[src/rtl/robs_mult_seq.sv]
// Sequential multiplier using Robertson's shift-and-add algorithm.
// One iteration per clock: WIDTH iterations per product. A runtime mode bit
// selects two's-complement or unsigned operands. Input side uses start/in_ready;
// output side uses out_valid/out_ready with backpressure.
module robs_mult_seq #(
   parameter int WIDTH = 8
) (
   input  logic                 clk,
   input  logic                 reset,
   input  logic                 start,
   input  logic                 signed_mode,
   input  logic [WIDTH-1:0]     multiplier,
   input  logic [WIDTH-1:0]     multiplicand,
   output logic                 in_ready,
   output logic                 busy,
   output logic                 out_valid,
   input  logic                 out_ready,
   output logic [2*WIDTH-1:0]   product
);

   localparam int CW = $clog2(WIDTH + 1);
   localparam logic [CW-1:0] LAST = CW'(WIDTH - 1);

   typedef enum logic [1:0] {
      IDLE = 2'd0,
      RUN  = 2'd1,
      DONE = 2'd2
   } state_t;

   state_t            state;
   logic [WIDTH-1:0]  a;
   logic [WIDTH-1:0]  x;
   logic [WIDTH-1:0]  y;
   logic [CW-1:0]     count;
   logic              mode;

   // One extra accumulator bit keeps the carry (unsigned) or the true sign
   // (signed) so that -2^(W-1) * -2^(W-1) does not overflow.
   logic [WIDTH:0]    ae;
   logic [WIDTH:0]    ye;
   logic [WIDTH:0]    s;

   // Partial-product step: add Y, subtract Y on the final signed step, or pass A.
   always_comb begin
      ae = {mode & a[WIDTH-1], a};
      ye = {mode & y[WIDTH-1], y};
      s  = ae;
      if (x[0]) begin
         if (mode && (count == LAST))
            s = ae - ye;
         else
            s = ae + ye;
      end
   end

   assign product = {a, x};

   // Controller and datapath: state, operand registers and registered handshakes.
   always_ff @(posedge clk or negedge reset) begin
      if (!reset) begin
         state     <= IDLE;
         a         <= '0;
         x         <= '0;
         y         <= '0;
         count     <= '0;
         mode      <= 1'b0;
         in_ready  <= 1'b1;
         busy      <= 1'b0;
         out_valid <= 1'b0;
      end else begin
         case (state)
            IDLE: begin
               if (start) begin
                  mode     <= signed_mode;
                  a        <= '0;
                  x        <= multiplier;
                  y        <= multiplicand;
                  count    <= '0;
                  state    <= RUN;
                  in_ready <= 1'b0;
                  busy     <= 1'b1;
               end
            end
            RUN: begin
               // Shifting S right by one drops the LSB into X; the top bit of S
               // is the sign (signed) or carry (unsigned) shifted into A.
               a     <= s[WIDTH:1];
               x     <= {s[0], x[WIDTH-1:1]};
               count <= count + 1'b1;
               if (count == LAST) begin
                  state     <= DONE;
                  busy      <= 1'b0;
                  out_valid <= 1'b1;
               end
            end
            DONE: begin
               // Start is not looked at here, so a start coinciding with the
               // hand-off is only accepted on the following cycle.
               if (out_ready) begin
                  state     <= IDLE;
                  out_valid <= 1'b0;
                  in_ready  <= 1'b1;
               end
            end
            default: begin
               state     <= IDLE;
               in_ready  <= 1'b1;
               busy      <= 1'b0;
               out_valid <= 1'b0;
            end
         endcase
      end
   end

endmodule

[config.mk]
export PLATFORM = sky130hd
export DESIGN_NAME = robs_mult_seq
export DESIGN_NICKNAME = d
export VERILOG_FILES = /design/src/rtl/robs_mult_seq.sv
export SDC_FILE = /design/constraint.sdc
export NUM_CORES = 1
export LEC_CHECK = 0
export ABC_CLOCK_PERIOD_IN_PS = 2700
export BUFFER_PORTS_ARGS = -buffer_cell sky130_fd_sc_hd__buf_2
export CAP_MARGIN = 15
export CORE_MARGIN = 2
export CORE_UTILIZATION = 45
export DETAILED_ROUTE_END_ITERATION = 7
export PLACE_DENSITY = 0.7
export RECOVER_POWER = 100
export REMOVE_ABC_BUFFERS = 1
export SYNTH_ARGS = -nofsm -noshare
export SYNTH_HDL_FRONTEND = slang
export SYNTH_SLANG_ARGS = --single-unit
[constraint.sdc]
create_clock -name clk -period 2.7 [get_ports clk]
set_input_delay 0.54 -clock clk [delete_from_list [all_inputs] [get_ports clk]]
set_output_delay 0.54 -clock clk [all_outputs]
set_load 0.02 [all_outputs]
Yosys cells after proc, flatten, opt, wreduce, memory -nomap -nowiden
Index checks and enable logic that the tools add are counted.
- register bits: 34
- input bits: 21
- word-level logic and storage cells: 53
- add/sub/neg operators: 3
- eq/ne operators: 6
- muxes and demuxes: 21
- bitwise gates (word level): 5
- reduce and logical (&&, ||, !) cells: 9
- operator list (kind ; number):
    8-bit one-hot mux with 2 select lines ; 2
    9-bit two-way mux ; 2
    8-bit two-way mux ; 2
    3-bit AND reduction ; 4
    9-bit adder ; 1
    1-bit one-hot mux with 3 select lines ; 3
    9-bit subtractor ; 1
    4-bit one-hot mux with 2 select lines ; 1
    1-bit two-way mux ; 6
    2-bit two-way mux ; 3
    2-bit != test (second input constant) ; 3
    2-bit one-hot mux with 3 select lines ; 1
    4-bit by 1-bit adder with 4-bit output (second input constant) ; 1
    4-bit by 3-bit equality test with 1-bit output (second input constant) ; 1
    4-bit two-way mux ; 1
    2-bit AND reduction ; 2
    1-bit inverter ; 3
    1-bit bitwise AND ; 2
    2-bit by 1-bit equality test with 1-bit output (second input constant) ; 1
    2-bit equality test (second input constant) ; 1
    2-bit zero test ; 1
    2-bit nonzero test ; 1
    1-bit logical AND ; 1

Longest topological paths before layout
- depth in word-level cells: 5
- gate-level depth with buffers: 12
- gate-level depth less buffers: 12

Worst setup path before layout
OpenSTA, ideal clock, no wires.
- kind: register to register
- from: register count[0]
- to: register a[5]
- library setup time: 0.083 ns
- arrival time: 2.428 ns
- setup slack: 0.189 ns
- cell stages (with the launch flop): 12
- path buffers: 1
- period minus slack after synthesis: 2.511 ns
- path through: dfrtp_1 -> ha_1 -> and4b_1 -> buf_6 -> mux2i_1 -> fa_1 -> a211oi_1 -> o21bai_1 -> a21oi_1 -> xnor2_1 -> mux2i_1 -> o21ai_0
- word-level cells in the longest chain between the ends: 5
- RTL lines (element ; RTL line ; source):
    from (decl) ; 34 ; logic [CW-1:0] count;
    from (signal assigned) ; 89 ; count <= count + 1'b1;
    4-bit by 3-bit equality test with 1-bit output ; 49 ; if (mode && (count == LAST))
    1-bit logical AND ; 49 ;
    9-bit two-way mux ; 49 ;
    9-bit two-way mux ; 48 ; if (x[0]) begin
    8-bit one-hot mux with 2 select lines ; 71 ; case (state)
    to (signal assigned) ; 87 ; a <= s[WIDTH:1];
    to (decl) ; 31 ; logic [WIDTH-1:0] a;
Every way passes these cells.
A chain may end at the register's enable or synchronous reset.

Final worst setup path
- from: register count[0]
- to: register a[4]
Same word-level chain as after synthesis.

==> out/metrics.yaml <==
status: "complete, but fails checks"
violations: "capacitance limit, slew limit"
ys_ff_latch: 34
crit_path_top_delay_cell: "dfrtp_1"
worst-setup-path-type: "flip-flop to flip-flop"
synth_edf_count: 0
preCtsSetupSlack_ps: 49.2
route.detailed.drc: 0
port_buffers: 39
grt_pass1_vias: 1735
drive_gt1_share_pct: 17.9
setup_viol: 0
slew_headroom_pct: -20.7
synth_warnings: 0
n_antenna_cell: 0
drv_cap: 1
fp.dieH_microns: 71.5
setup_slack_ps: 117
drt_wl_total_mm: 4.40
muxShareOfSynthArea_pct: 3.48
multi_input_area_sq_mm: 0.00115
ioPinCount: 40
antenna_found_initial: 0
end_kind: "flip-flop"
die_area_sq_mm: 0.00512
dr.pass1.iters: 4
final_core_util_pct: 56.2
max_freq_ghz: 0.387
ys.flop_type: "dfrtp_1"
synth_xor_area_share_pct: 4.27
async_flop_share_pct: 100
cts-buffers-inserted: 5
syn_area_sq_mm: 0.00205
hold_class: "input pin to flip-flop"
clock-root-buffer: "clkbuf_8"
num_vias: 1789
min_from: "multiplicand[7]"
ir_worst_vdd_v: 0.000678
clockBufferDepth: 2
critPathLaunchType: "flip-flop"
die_w_microns: 71.5
yosysUniqueCellTypes: 38
static-leakage-power_nw: 1.12
worst-path-max-fanout: 5
coreArea_sq_mm: 0.00438
power_w: 0.00406
cts_hold_buf: 0
cp.required_ps: 2930
regArea_sq_um: 852
globalplace.congestion: 0.827
path_common_cell: "ha_1"
p_per_area_mw_per_mm2: 1650
synthCells: 242
grt_overflow: 0
cp_cell_sequence: "ha_1 -> and4b_2 -> mux2i_2 -> ha_1 -> nor2b_1 -> o21ai_0 -> a21boi_1 -> o22ai_1 -> mux2_2 -> nand3_1"
grt_max_degree: 35
tightest_slew_ps: 1810
synth_area_per_cell_sq_um: 8.48
clkSinkCount: 34
initial_core_util_pct: 46.8
synth_top_family_by_area: "simple AND/OR/NAND/NOR gates"
gr-usage-all-layers_pct: 18.8
drt_iter0_drc: 73
layout.nets: 316
synth_fa_ha_area_share_pct: 7.07
tns_ps: 0
fill_cells: 413
min_period_ps: 2580
area_growth_pct: 20.1
wl_per_cell_microns: 13.1
grt_pass1_wl_mm: 7.78
seq_area_frac_synth_pct: 41.5
drtAntennaViolNets: 0
skew_ps: 7.25
worstPathArrival_ps: 2810
clk_pin_slew_ps: 80
rsz0062_at_grt: "true"
worstReg2RegStart: "count[0]$_DFFE_PN0P_"
via_per_inst: 5.31
synth_compound_area_share_pct: 15.4
hold_viol: 0
htree_levels: 2
clk_latency_ps: 290
cts_tree: "yes"
slowest_delay_ps: 410
num_rows: 24
crit_start: "count[0]$_DFFE_PN0P_"
fin_crit_sh_pct: 95.7
maxSlewViolCount: 35
dp_hpwl_mm: 3.07
synthSimpleGateAreaFrac_pct: 24.0
## worst max-delay path: cells and delay by family, from the launching register on
family	cells	cell delay [ps]
flip-flops	1	410
adder cells (fa/ha/maj)	2	450
multiplexers	2	640
AO/OA/AOI/OAI	3	540
AND/OR/NAND/NOR	3	490
## cells by family after synthesis
group	count (synthesis)
adder cells (fa/ha/maj)	11
XOR/XNOR	10
multiplexers	7
AO/OA/AOI/OAI	54
AND/OR/NAND/NOR	106
flip-flops	34
buffers and inverters	20
## worst paths after layout
check	end	slack [ps]	cells after the start
setup / recovery	a[4]$_DFFE_PN0P_	120	10
hold / removal	y[7]$_DFFE_PN0P_	440	3
setup reg to reg	a[4]$_DFFE_PN0P_	120	10
hold reg to reg	out_valid$_DFFE_PN0P_	510	2
max in group asynchronous	x[7]$_DFFE_PN0P_	920	1
min in group asynchronous	count[2]$_DFFE_PN0P_	740	1
## registers in the layout, summed over array words and instances (netlist names)
signal,flops
a,8
busy,1
count,4
in_ready,1
mode,1
out_valid,1
state,2
x,8
y,8
## layout by cell type, fill, tap and decap left out, types with 3 or more instances in the layout
cell       n
a21oi_1    9
a31oi_1    9
buf_2     19
buf_4      8
clkbuf_1  21
clkbuf_8   5
dfrtp_1   33
ha_1       8
inv_1      7
mux2i_1    5
nand2_1   50
nand2b_1   4
nand3_1   10
nand3b_1   4
nor2_1    22
nor2b_1    5
nor3b_1    3
o21ai_0   20
o21ai_2    3
xnor2_1    9
## synthesized netlist by cell type (all sizes together), types with 2 or more instances
library cell	count	share of area, %
nor3	2	0.49
nor2	23	4.2
nand3	10	2.4
nand2	50	9.1
a21oi	11	2.9
ha	10	6.1
clkbuf	9	1.6
nor2b	5	1.5
dfrtp	33	40
nand4	2	0.61
xnor2	10	4.3
o22ai	2	0.61
mux2i	6	2.9
inv	7	1.3
nand3b	4	1.5
a31oi	9	2.7
o21ai	24	6.0
buf	4	1.3
nand2b	4	1.2
nor3b	3	1.1
## layout make-up
class | count | area share, %
Sequential cell | 34 | 34.6
Inverter | 7 | 1.07
Clock buffer | 5 | 2.79
Timing Repair Buffer | 48 | 9.49
Multi-Input combinational cell | 188 | 46.6
Tap cell | 52 | 2.64
Clock inverter | 3 | 2.79
## metal layers
metal / vias to the layer above / GRT usage, % / part of all wire [%]
li1: 918 / - / -
met1: 828 / 25.6 / 49
met2: 37 / 30.2 / 46
met3: 6 / 4.64 / 3.8
met4: 0 / 5.03 / 0.95
met5: - / 0 / 0
## metrics by stage
step | area, sq um | hold slack [ps] | std cells
after floorplan | 1990 | 244 | 229
after global placement | 2300 | 487 | 326
after detailed placement | 2300 | 495 | 326
after CTS | 2430 | 345 | 334
after global routing | 2460 | 441 | 337
final | 2460 | 436 | 337
## what timing repair did
| action | in CTS | in global routing |
|---|---|---|
| gates resized for setup | 0 | 12 |
| setup buffers | 0 | 3 |
| endpoints found under the setup margin | 0 | 4 |
## power by group
| part | internal, W | switching (W) | total [W] |
|---|---|---|---|
| clock | 0.000370 | 0.000203 | 0.000573 |
| combinational | 0.00111 | 0.00132 | 0.00243 |
| sequential | 0.000759 | 0.000294 | 0.00105 |
| total | 0.00224 | 0.00181 | 0.00406 |
Power figures use the tool's default switching activity.
